===== config.mk =====
export PLATFORM = sky130hd
export DESIGN_NAME = psram_hbus_ctrl
export DESIGN_NICKNAME = d
export VERILOG_FILES = /design/src/rtl/psram_hbus_ctrl.sv
export SDC_FILE = /design/constraint.sdc
export NUM_CORES = 1
export LEC_CHECK = 0
export CORE_ASPECT_RATIO = 0.6
export CORE_MARGIN = 2
export CORE_UTILIZATION = 29
export CTS_BUF_LIST = sky130_fd_sc_hd__clkbuf_8
export DETAILED_ROUTE_END_ITERATION = 8
export PLACE_DENSITY = 0.47
export SYNTH_ARGS = -nofsm -noshare
export SYNTH_HDL_FRONTEND = slang
export SYNTH_SLANG_ARGS = --single-unit

===== constraint.sdc =====
create_clock -name clk -period 3.5 [get_ports clk]
set_clock_uncertainty 0.05 [all_clocks]
set_input_delay 0.35 -clock clk [delete_from_list [all_inputs] [get_ports clk]]
set_output_delay 0.35 -clock clk [all_outputs]
set_load 0.05 [all_outputs]

===== src/rtl/psram_hbus_ctrl.sv =====
// Single-word HyperBus controller for the GW1NR-9 embedded PSRAM: power-up wait, optional
// CR0 write (compiled in with PSRAM_CR0_INIT_EN), and 16-bit read/write transactions.
module psram_hbus_ctrl #(
   parameter int          INIT_CYCLES = 11138,
   parameter int          LATENCY     = 6,
   parameter int          RD_DELAY    = 2,
   parameter int          RECOVERY    = 6,
   parameter logic [15:0] CR0_VALUE   = 16'h8F1F
) (
   input  logic        clk,
   input  logic        reset,
   input  logic        req_valid,
   output logic        req_ready,
   input  logic        req_we,
   input  logic [21:0] req_addr,
   input  logic [15:0] req_wdata,
   input  logic [1:0]  req_ben,
   output logic        rd_valid,
   output logic [15:0] rd_data,
   output logic        init_done,
   output logic        psram_cs_n,
   output logic        psram_ck,
   output logic [7:0]  psram_dq_o,
   output logic        psram_dq_oe,
   input  logic [7:0]  psram_dq_i,
   output logic        psram_rwds_o,
   output logic        psram_rwds_oe
);

   localparam logic [15:0] INIT_LAST   = 16'(INIT_CYCLES - 1);
   localparam logic [15:0] LAT_LAST    = 16'(4 * LATENCY - 3);
   localparam logic [15:0] RDW_LAST    = 16'(RD_DELAY - 1);
   localparam logic [15:0] REC_LAST    = 16'(RECOVERY - 1);
   localparam logic [47:0] CFG_CA_WORD = 48'h6000_0100_0000;

   typedef enum logic [3:0] {
      S_INIT_WAIT,
      S_CFG_CA,
      S_CFG_DATA,
      S_RECOVER,
      S_IDLE,
      S_CA,
      S_LAT,
      S_WDATA,
      S_RDWAIT,
      S_RDATA
   } state_t;

   state_t      state_q, state_d;
   logic [15:0] cnt_q, cnt_d;
   logic [15:0] last;
   logic        accept;
   logic        ck_q, ck_d;
   logic        init_done_q, init_done_d;
   logic        rd_valid_q, rd_valid_d;
   logic [15:0] rd_data_q, rd_data_d;
   logic [7:0]  cap_hi_q, cap_hi_d;
   logic        we_q, we_d;
   logic [21:0] addr_q, addr_d;
   logic [15:0] wdata_q, wdata_d;
   logic [1:0]  ben_q, ben_d;
   logic [47:0] ca_word;

   function automatic logic [7:0] ca_byte(input logic [47:0] w, input logic [2:0] idx);
      case (idx)
         3'd0:    ca_byte = w[47:40];
         3'd1:    ca_byte = w[39:32];
         3'd2:    ca_byte = w[31:24];
         3'd3:    ca_byte = w[23:16];
         3'd4:    ca_byte = w[15:8];
         default: ca_byte = w[7:0];
      endcase
   endfunction

   function automatic logic cs_active(input state_t s);
      cs_active = (s != S_INIT_WAIT) && (s != S_RECOVER) && (s != S_IDLE);
   endfunction

   // Read, memory space, linear burst; word address split into row and column parts.
   assign ca_word = {~we_q, 1'b0, 1'b1, 10'b0, addr_q[21:3], 13'b0, addr_q[2:0]};

   always_comb begin
      state_d = state_q;
      cnt_d   = cnt_q + 16'd1;
      accept  = 1'b0;
      last    = 16'd1;
      case (state_q)
         S_INIT_WAIT:    last = INIT_LAST;
         S_CFG_CA, S_CA: last = 16'd5;
         S_LAT:          last = LAT_LAST;
         S_RDWAIT:       last = RDW_LAST;
         S_RECOVER:      last = REC_LAST;
         default:        last = 16'd1;
      endcase

      if (state_q == S_IDLE) begin
         cnt_d = '0;
         if (req_valid) begin
            accept  = 1'b1;
            state_d = S_CA;
         end
      end else if (cnt_q == last) begin
         cnt_d = '0;
         case (state_q)
`ifdef PSRAM_CR0_INIT_EN
            S_INIT_WAIT: state_d = S_CFG_CA;
`else
            S_INIT_WAIT: state_d = S_RECOVER;
`endif
            S_CFG_CA:    state_d = S_CFG_DATA;
            S_CA:        state_d = S_LAT;
            S_LAT:       state_d = we_q ? S_WDATA : S_RDWAIT;
            S_RDWAIT:    state_d = S_RDATA;
            S_RECOVER:   state_d = S_IDLE;
            default:     state_d = S_RECOVER;
         endcase
      end

      // CK starts high on the first CS#-low cycle; even phase lengths bring it back to 0.
      ck_d        = cs_active(state_d) ? ~ck_q : 1'b0;
      init_done_d = init_done_q | (state_d == S_IDLE);

      cap_hi_d   = ((state_q == S_RDATA) && (cnt_q == 16'd0)) ? psram_dq_i : cap_hi_q;
      rd_valid_d = (state_q == S_RDATA) && (cnt_q == 16'd1);
      rd_data_d  = rd_valid_d ? {cap_hi_q, psram_dq_i} : rd_data_q;

      we_d    = accept ? req_we    : we_q;
      addr_d  = accept ? req_addr  : addr_q;
      wdata_d = accept ? req_wdata : wdata_q;
      ben_d   = accept ? req_ben   : ben_q;
   end

   always_comb begin
      psram_dq_oe   = 1'b0;
      psram_dq_o    = 8'h00;
      psram_rwds_oe = 1'b0;
      psram_rwds_o  = 1'b0;
      case (state_q)
         S_CFG_CA: begin
            psram_dq_oe = 1'b1;
            psram_dq_o  = ca_byte(CFG_CA_WORD, cnt_q[2:0]);
         end
         S_CFG_DATA: begin
            psram_dq_oe = 1'b1;
            psram_dq_o  = cnt_q[0] ? CR0_VALUE[7:0] : CR0_VALUE[15:8];
         end
         S_CA: begin
            psram_dq_oe = 1'b1;
            psram_dq_o  = ca_byte(ca_word, cnt_q[2:0]);
         end
         S_WDATA: begin
            // RWDS high masks the byte, so it carries the inverted byte enable.
            psram_dq_oe   = 1'b1;
            psram_dq_o    = cnt_q[0] ? wdata_q[7:0] : wdata_q[15:8];
            psram_rwds_oe = 1'b1;
            psram_rwds_o  = cnt_q[0] ? ~ben_q[0] : ~ben_q[1];
         end
         default: ;
      endcase
   end

   always_ff @(posedge clk) begin
      if (reset) begin
         state_q     <= S_INIT_WAIT;
         cnt_q       <= '0;
         ck_q        <= 1'b0;
         init_done_q <= 1'b0;
         rd_valid_q  <= 1'b0;
         rd_data_q   <= '0;
      end else begin
         state_q     <= state_d;
         cnt_q       <= cnt_d;
         ck_q        <= ck_d;
         init_done_q <= init_done_d;
         rd_valid_q  <= rd_valid_d;
         rd_data_q   <= rd_data_d;
      end
   end

   always_ff @(posedge clk) begin
      cap_hi_q <= cap_hi_d;
      we_q     <= we_d;
      addr_q   <= addr_d;
      wdata_q  <= wdata_d;
      ben_q    <= ben_d;
   end

   assign req_ready  = (state_q == S_IDLE);
   assign init_done  = init_done_q;
   assign rd_valid   = rd_valid_q;
   assign rd_data    = rd_data_q;
   assign psram_cs_n = ~cs_active(state_q);
   assign psram_ck   = ck_q;

endmodule


==> results of run 1 <==
==> worst min path at each step <==
| stage | start | end | depth (start not counted) |
|---|---|---|---|
| finish | psram_ck$_SDFF_PP0_ | psram_ck$_SDFF_PP0_ | 1 |
| CTS | psram_ck$_SDFF_PP0_ | psram_ck$_SDFF_PP0_ | 1 |
| detailed placement | psram_ck$_SDFF_PP0_ | psram_ck$_SDFF_PP0_ | 1 |
| global route | psram_ck$_SDFF_PP0_ | psram_ck$_SDFF_PP0_ | 1 |
| global placement | psram_ck$_SDFF_PP0_ | psram_ck$_SDFF_PP0_ | 1 |
| floorplan | reset | rd_data[0]$_SDFFE_PP0P_ | 1 |
==> where the power goes <==
group	switching [mW]	total, mW	internal (mW)	leakage, nW
logic	0.0587	0.133	0.0744	0.896
clock network	0.381	0.784	0.404	0.108
registers	0.00620	1.10	1.09	0.755
==> final cells by class <==
type / instances / area (um^2)
sequential: 88 / 2252
clock buffer: 9 / 123.9
timing repair buffer: 91 / 880.8
multi-input combinational: 232 / 1425
fill: 1269 / 7801
clock inverter: 7 / 93.84
inverter: 6 / 22.52
tap: 170 / 212.7
==> cell families (layout without fill, tap and decap cells) <==
group,count (synthesis),count (layout)
and+or+nand+nor,142,142
AOI/OAI and AO/OA,63,63
DFF,88,88
xor gates and xnor gates,14,14
adders and majority gates,5,5
buffers and inverters,28,113
muxes,8,8
==> per-stage QoR <==
stage / hold WS (ns) / setup WS [ns]
after floorplan: 0.3691 / 0.5413
after global placement: 0.3628 / 0.6626
after detailed placement: 0.3651 / 0.5646
after CTS: 0.3879 / 0.1381
after global routing: 0.4102 / 0.3106
final: 0.3831 / 0.4669
==> metal layers <==
metal  vias up  global-route usage
met3         9             0.03463
met4         0             0.04439
met5         -                   0
li1       1405                   -
met1      1299              0.2147
met2        69              0.1926
==> flip-flops by register name, indices dropped and copies added, names as in the netlist, 2 cells and up <==
name	cells
ben_q	2
cap_hi_q	8
addr_q	22
rd_data	16
wdata_q	16
state_q	4
cnt_q	16
==> cell usage after synthesis, types with 5 or more instances <==
cell | count | share of area
a21oi_1 | 23 | 0.030
and3_1 | 5 | 0.0082
buf_2 | 9 | 0.012
clkbuf_1 | 11 | 0.011
dfxtp_1 | 39 | 0.20
edfxtp_1 | 49 | 0.39
ha_1 | 5 | 0.016
inv_1 | 6 | 0.0059
mux2i_1 | 7 | 0.018
nand2_1 | 51 | 0.050
nand3_1 | 10 | 0.013
nand4_1 | 5 | 0.0082
nor2_1 | 38 | 0.037
nor2b_1 | 10 | 0.016
o21ai_0 | 6 | 0.0079
o221ai_1 | 5 | 0.011
xor2_1 | 11 | 0.025
==> critical path: cells and delay by family, from the launching register on <==
kind          cells  cell delay, ns
simple gates      2            0.60
xor+xnor          1            0.12
buf+inv           1            0.83
flops             1            0.72
==> results.md, run 1 <==
- Status: finished clean
- 1st-pass router iterations: 6
- Relative slew slack: 0.5291
- Pleak: roughly 1.8 nW
- Setup crit start kind: flip-flop
- CTS Buffer Depth: 2
- Synth async-reset ratio: 0
- GRT overflow: 0
- Max Cap Viol: 0
- Peak supply drop: ~0.14 mV
- Placer Congestion: 0.8337
- EDFF count, synth: roughly 50
- Final setup fails: 0
- GRT Total Usage: 0.1409
- Placement Cell Area: roughly 0.0048 mm^2
- Synth Area in Adders: 0.01643
- Largest family of logic cells by synthesized area: simple AND/OR/NAND/NOR gates
- Post-route cell area: between 0.005 and 0.006 mm^2
- Die width: 152.0 um
- Initial antenna violation count: 0
- Total routed wirelength: 9.591 mm
- Crit-path max cell delay: between 0.8 and 0.9 ns
- FF-to-FF End: psram_ck$_SDFF_PP0_
- RSZ-0062 raised after global routing: no
- Nets: a little under 500
- Register bit count reported by yosys: a little under 90
- First-pass GRT wire length: about 15 mm
- Row cnt: 32
- Worst r2r src: cnt_q[10]$_SDFF_PP0_
- WL met1: 5.234 mm
- Vias in the first global route: 2780
- CTS resizes: 0
- Top Ports: 84
- Largest net degree at the start of global routing: 26
- Power per cell area: around 400 mW/mm^2
- Layout cell share with drive strength beyond 1: 0.1016
- CP max FO: 19
- Yosys warns: 0
- Critical path's slowest cell: clkdlybuf4s50_1
- Synth cell types: 53
- Port-buffer cells: just over 80
- Post-Syn Area: roughly 0.0038 mm^2
- Skew-Pair Late Insertion Delay: ~0.36 ns
- Mux share of post-synthesis cell area: 0.02234
- Total number of vias: 2782
- Number of diodes: 0
- Die H: around 93 um
- Post-Syn Nets: ~400
- Syn_area_per_cell: ~11 um^2
- Crit-path cells: nor2b_1 > xnor2_1 > nor2_1 > clkdlybuf4s50_1
- Routed Antenna Nets: 0
- Met3 routed WL: 467 um
- CTS tree: done
- R2R cell count: 8
- Compound-Gate Fraction of Synth Area: 0.1176
- Setup total negative slack: 0 ns
- Clock-pin slew on the worst setup and hold paths: 0.09 ns
- CP Class: reg2out
- Avg Vias per Cell: about 4.6
- Hold/Removal Path Class: reg2reg
- Commonest non-fill, non-tap cell in the layout: clkdlybuf4s50_1
- Sinks on Clock Net: between 80 and 90
- First DRT Iteration DRCs: between 200 and 250
- Peak Freq: 329.7 MHz
- Sequential-to-total area share from yosys stat: 0.5913
- Metal2 WL: 3.789 mm
- Pwr Total: between 2 and 2.5 mW
- CP startpoint: state_q[1]$_SDFF_PP0_
- Avg WL per Cell: roughly 16 um
- Worst EP required: 3.10 ns
- Die ar.: 0.01410 mm^2
- Worst setup EP type: output port
- H-tree depth: 3
- Final worst path period share: 0.8666
- Final hold violations: 0
- DP HPWL: roughly 6.9 mm
- Non-filler cells, final: approximately 600
- Top layer reached by signal wires: met4
- Core area: approximately 0.013 mm^2
- Synth Instances: 348
- Dominant synthesized flop cell: edfxtp_1
- Critical path capture point: psram_dq_oe
- Inserted Clock Buffers: 9
- Utilization after layout: 0.3911
- Residual DRC: 0
- Hold-fix buffers at CTS: 0
- Most frequent cells in the layout: 75 x clkdlybuf4s50_1, 51 x nand2_1, 49 x edfxtp_1, 39 x dfxtp_1, 38 x nor2_1
- CP arrival: roughly 2.6 ns
- # placed instances: just under 600
- Initial core utilization: 0.2973
- Setup bufs post-CTS: 0
- Worst-Margin Slew: approximately 0.7 ns
- Max Slew Vio Count: 0
- CTS root buf: clkbuf_8
- XOR/XNOR share of the synthesized area: 0.03219
- Reg2reg setup slack: ~0.85 ns
- Post-layout min period: between 3 and 4 ns
- Simple-Gate Fraction of Synth Area: 0.1853
- Layout area overhead: 31.57%
No activity file was read; power rests on OpenSTA's default activity.
==> run 2, diff against run 1 <==
--- a/config.mk
+++ b/config.mk
@@ -5,8 +5,8 @@
 export SDC_FILE = /design/constraint.sdc
 export NUM_CORES = 1
 export LEC_CHECK = 0
+export ABC_AREA = 0
 export CORE_ASPECT_RATIO = 0.6
-export CORE_MARGIN = 2
 export CORE_UTILIZATION = 29
 export CTS_BUF_LIST = sky130_fd_sc_hd__clkbuf_8
 export DETAILED_ROUTE_END_ITERATION = 8
==> results.md, run 2 (synthesis gave the netlist of run 1 again) <==
- DP HPWL: 6.789 mm (was 6.919 mm)
- Setup total negative slack: 0 ns (unchanged)
- Vias in the first global route: 2792 (was 2780)
- RSZ-0062 raised after global routing: no (unchanged)
- Relative slew slack: 0.5250 (was 0.5291)
- Sinks on Clock Net: 88 (unchanged)
- GRT overflow: 0 (unchanged)
- First DRT Iteration DRCs: 246 (was 233)
- H-tree depth: 3 (unchanged)
- GRT Total Usage: 0.1529 (was 0.1409)
- Final setup fails: 0 (unchanged)
- R2R cell count: 8 (unchanged)
- CTS root buf: clkbuf_8 (unchanged)
- Max Slew Vio Count: 0 (unchanged)
- Clock-pin slew on the worst setup and hold paths: 0.09 ns (about the same)
- Die ar.: 0.01361 mm^2 (was 0.01410 mm^2)
- Worst EP required: 3.10 ns (about the same)
- 1st-pass router iterations: 7 (was 6)
- CP Class: reg2out (unchanged)
- Layout cell share with drive strength beyond 1: 0.1021 (was 0.1016)
- Avg Vias per Cell: 4.671 (was 4.614)
- Largest Register: addr_q (unchanged)
- Post-layout min period: 3.053 ns (was 3.033 ns)
- Routed Antenna Nets: 0 (unchanged)
- Port-buffer cells: 83 (unchanged)
- Critical path capture point: psram_rwds_o (was psram_dq_oe)
- Area of the multi-input gates: 0.001428 mm^2 (was 0.001425 mm^2)
- Status: complete, but fails checks (was finished clean)
- CTS tree: done (unchanged)
- Layout area overhead: 30.81% (was 31.57%)
- Total routed wirelength: 9.471 mm (was 9.591 mm)
- Initial antenna violation count: 0 (unchanged)
- Initial core utilization: 0.2973 (unchanged)
- Share of power burned in registers: 0.565 (was 0.544)
- Core area: 0.01281 mm^2 (unchanged)
- Total number of vias: 2807 (was 2782)
- Sw frac: 0.2270 (was 0.2212)
- CTS Buffer Depth: 2 (unchanged)
- Residual DRC: 1 (was 0)
- CP max FO: 11 (was 19)
- Commonest non-fill, non-tap cell in the layout: clkdlybuf4s50_1 (unchanged)
- CP arrival: 2.65 ns (was 2.63 ns)
- FF-to-FF End: psram_ck$_SDFF_PP0_ (unchanged)
- Die H: 90.77 um (was 92.77 um)
- Largest net degree at the start of global routing: 29 (was 26)
- Reg2reg setup slack: 0.84 ns (was 0.85 ns)
- Avg WL per Cell: 15.76 um (was 15.91 um)
- Inserted Clock Buffers: 9 (unchanged)
- Row cnt: 32 (unchanged)
- Hold-fix buffers at CTS: 0 (unchanged)
- Placement Cell Area: 0.004773 mm^2 (was 0.004788 mm^2)
- Comb power frac: 0.067 (was 0.066)
- Clock power frac: 0.368 (was 0.389)
- Final worst path period share: 0.8724 (was 0.8666)
- Setup crit start kind: flip-flop (unchanged)
- Most frequent cells in the layout: 75 x clkdlybuf4s50_1, 51 x nand2_1, 49 x edfxtp_1, 39 x dfxtp_1, 38 x nor2_1 (unchanged)
- Skew-Pair Late Insertion Delay: 0.36 ns (about the same)
- Die width: 150.0 um (was 152.0 um)
- Failing checks: design-rule violations
- CP startpoint: state_q[3]$_SDFF_PP0_ (was state_q[1]$_SDFF_PP0_)
- Nets: 483 (was 485)
- Internal power: 1.500 mW (was 1.569 mW)
- Peak supply drop: 0.1401 mV (was 0.1426 mV)
- Psw: 0.4404 mW (was 0.4456 mW)
- WHS: 0.3943 ns (was 0.3831 ns)
- Peak Freq: 327.5 MHz (was 329.7 MHz)
- First-pass GRT wire length: 15.48 mm (was 15.32 mm)
- Sequential Area: 0.002252 mm^2 (unchanged)
- Largest register FFs: 22 (unchanged)
- Max Cap Viol: 0 (unchanged)
- Worst r2r src: cnt_q[10]$_SDFF_PP0_ (unchanged)
- Power per cell area: 389.4 mW/mm^2 (was 401.9 mW/mm^2)
- Worst setup EP type: output port (unchanged)
- Filler cells: 1259 (was 1269)
- Hold/Removal Path Class: reg2reg (unchanged)
- Post-route cell area: 0.004982 mm^2 (was 0.005011 mm^2)
- Placer Congestion: 0.7312 (was 0.8337)
- Top Ports: 84 (unchanged)
- Pleak: 1.740 nW (was 1.758 nW)
- Final hold violations: 0 (unchanged)
- Worst-Margin Slew: 0.7105 ns (was 0.7044 ns)
- Number of diodes: 0 (unchanged)
[run 2: cell types whose count changed in the layout (fill, tap and decap cells not counted), sizes merged]
cell | before | now
buf | 14 | 12
bufinv | 2 | 1
clkinv | 2 | 3
[run 2: what timing repair did]
action                     4_1_cts  5_1_grt
setup endpoints to repair        0        2
resized for setup                0        3
setup buffers                    0        0
[run 2: stage by stage]
| step | setup WS (ns) | utilization | std cells | power [mW] |
|---|---|---|---|---|
| floorplan | 0.5413 | - | 348 | 1.171 |
| global placement | 0.6488 | 0.3726 | 585 | 1.247 |
| detailed placement | 0.5050 | 0.3726 | 585 | 1.250 |
| CTS | 0.07467 | 0.3883 | 601 | 1.974 |
| global route | 0.2457 | 0.3889 | 601 | 2.025 |
| finish | 0.4467 | 0.3889 | 601 | 1.940 |
[run 2: layout make-up]
class                           count  area share
Sequential cell                    88      0.4520
Multi-Input combinational cell    232      0.2865
Timing Repair Buffer               89      0.1738
Tap cell                          170     0.04269
Clock buffer                        9     0.02486
Clock inverter                      7     0.01557
Inverter                            6    0.004520
[run 2: worst min path at each step]
| stage | from | to | slack [ns] | cells past startpoint |
|---|---|---|---|---|
| floorplan | reset | rd_data[0]$_SDFFE_PP0P_ | 0.37 | 1 |
| detailed placement | psram_ck$_SDFF_PP0_ | psram_ck$_SDFF_PP0_ | 0.37 | 1 |
| global placement | psram_ck$_SDFF_PP0_ | psram_ck$_SDFF_PP0_ | 0.36 | 1 |
| global route | psram_ck$_SDFF_PP0_ | psram_ck$_SDFF_PP0_ | 0.41 | 1 |
| CTS | psram_ck$_SDFF_PP0_ | psram_ck$_SDFF_PP0_ | 0.39 | 1 |
| finish | psram_ck$_SDFF_PP0_ | psram_ck$_SDFF_PP0_ | 0.39 | 1 |
[run 2: worst max-delay path: stages (launching register included)]
cell and delay (ns):
dfxtp_1 0.46, nor2b_1 0.39, nand3_1 0.31, a211oi_1 0.30, clkdlybuf4s50_1 0.84
[run 2: power by group through the flow]
stage	combinational (mW)	clock, mW	sequential [mW]
finish	0.129	0.714	1.10
detailed placement	0.130	0	1.12
CTS	0.130	0.747	1.10
floorplan	0.0538	0	1.12
global route	0.141	0.786	1.10
global placement	0.127	0	1.12
[run 2: per-layer routing]
| layer | global-route usage | part of all wire |
|---|---|---|
| met3 | 0.03586 | 0.056 |
| met2 | 0.1917 | 0.40 |
| met5 | 0 | 0 |
| met4 | 0.05051 | 0.0031 |
| met1 | 0.2459 | 0.55 |
==> run 3, diff against run 2 <==
--- a/config.mk
+++ b/config.mk
@@ -11,6 +11,7 @@
 export CTS_BUF_LIST = sky130_fd_sc_hd__clkbuf_8
 export DETAILED_ROUTE_END_ITERATION = 8
 export PLACE_DENSITY = 0.47
+export SLEW_MARGIN = 15
 export SYNTH_ARGS = -nofsm -noshare
 export SYNTH_HDL_FRONTEND = slang
 export SYNTH_SLANG_ARGS = --single-unit
==> results of run 3 <==
Final layout, timing and power as in run 2 (identical DEF).
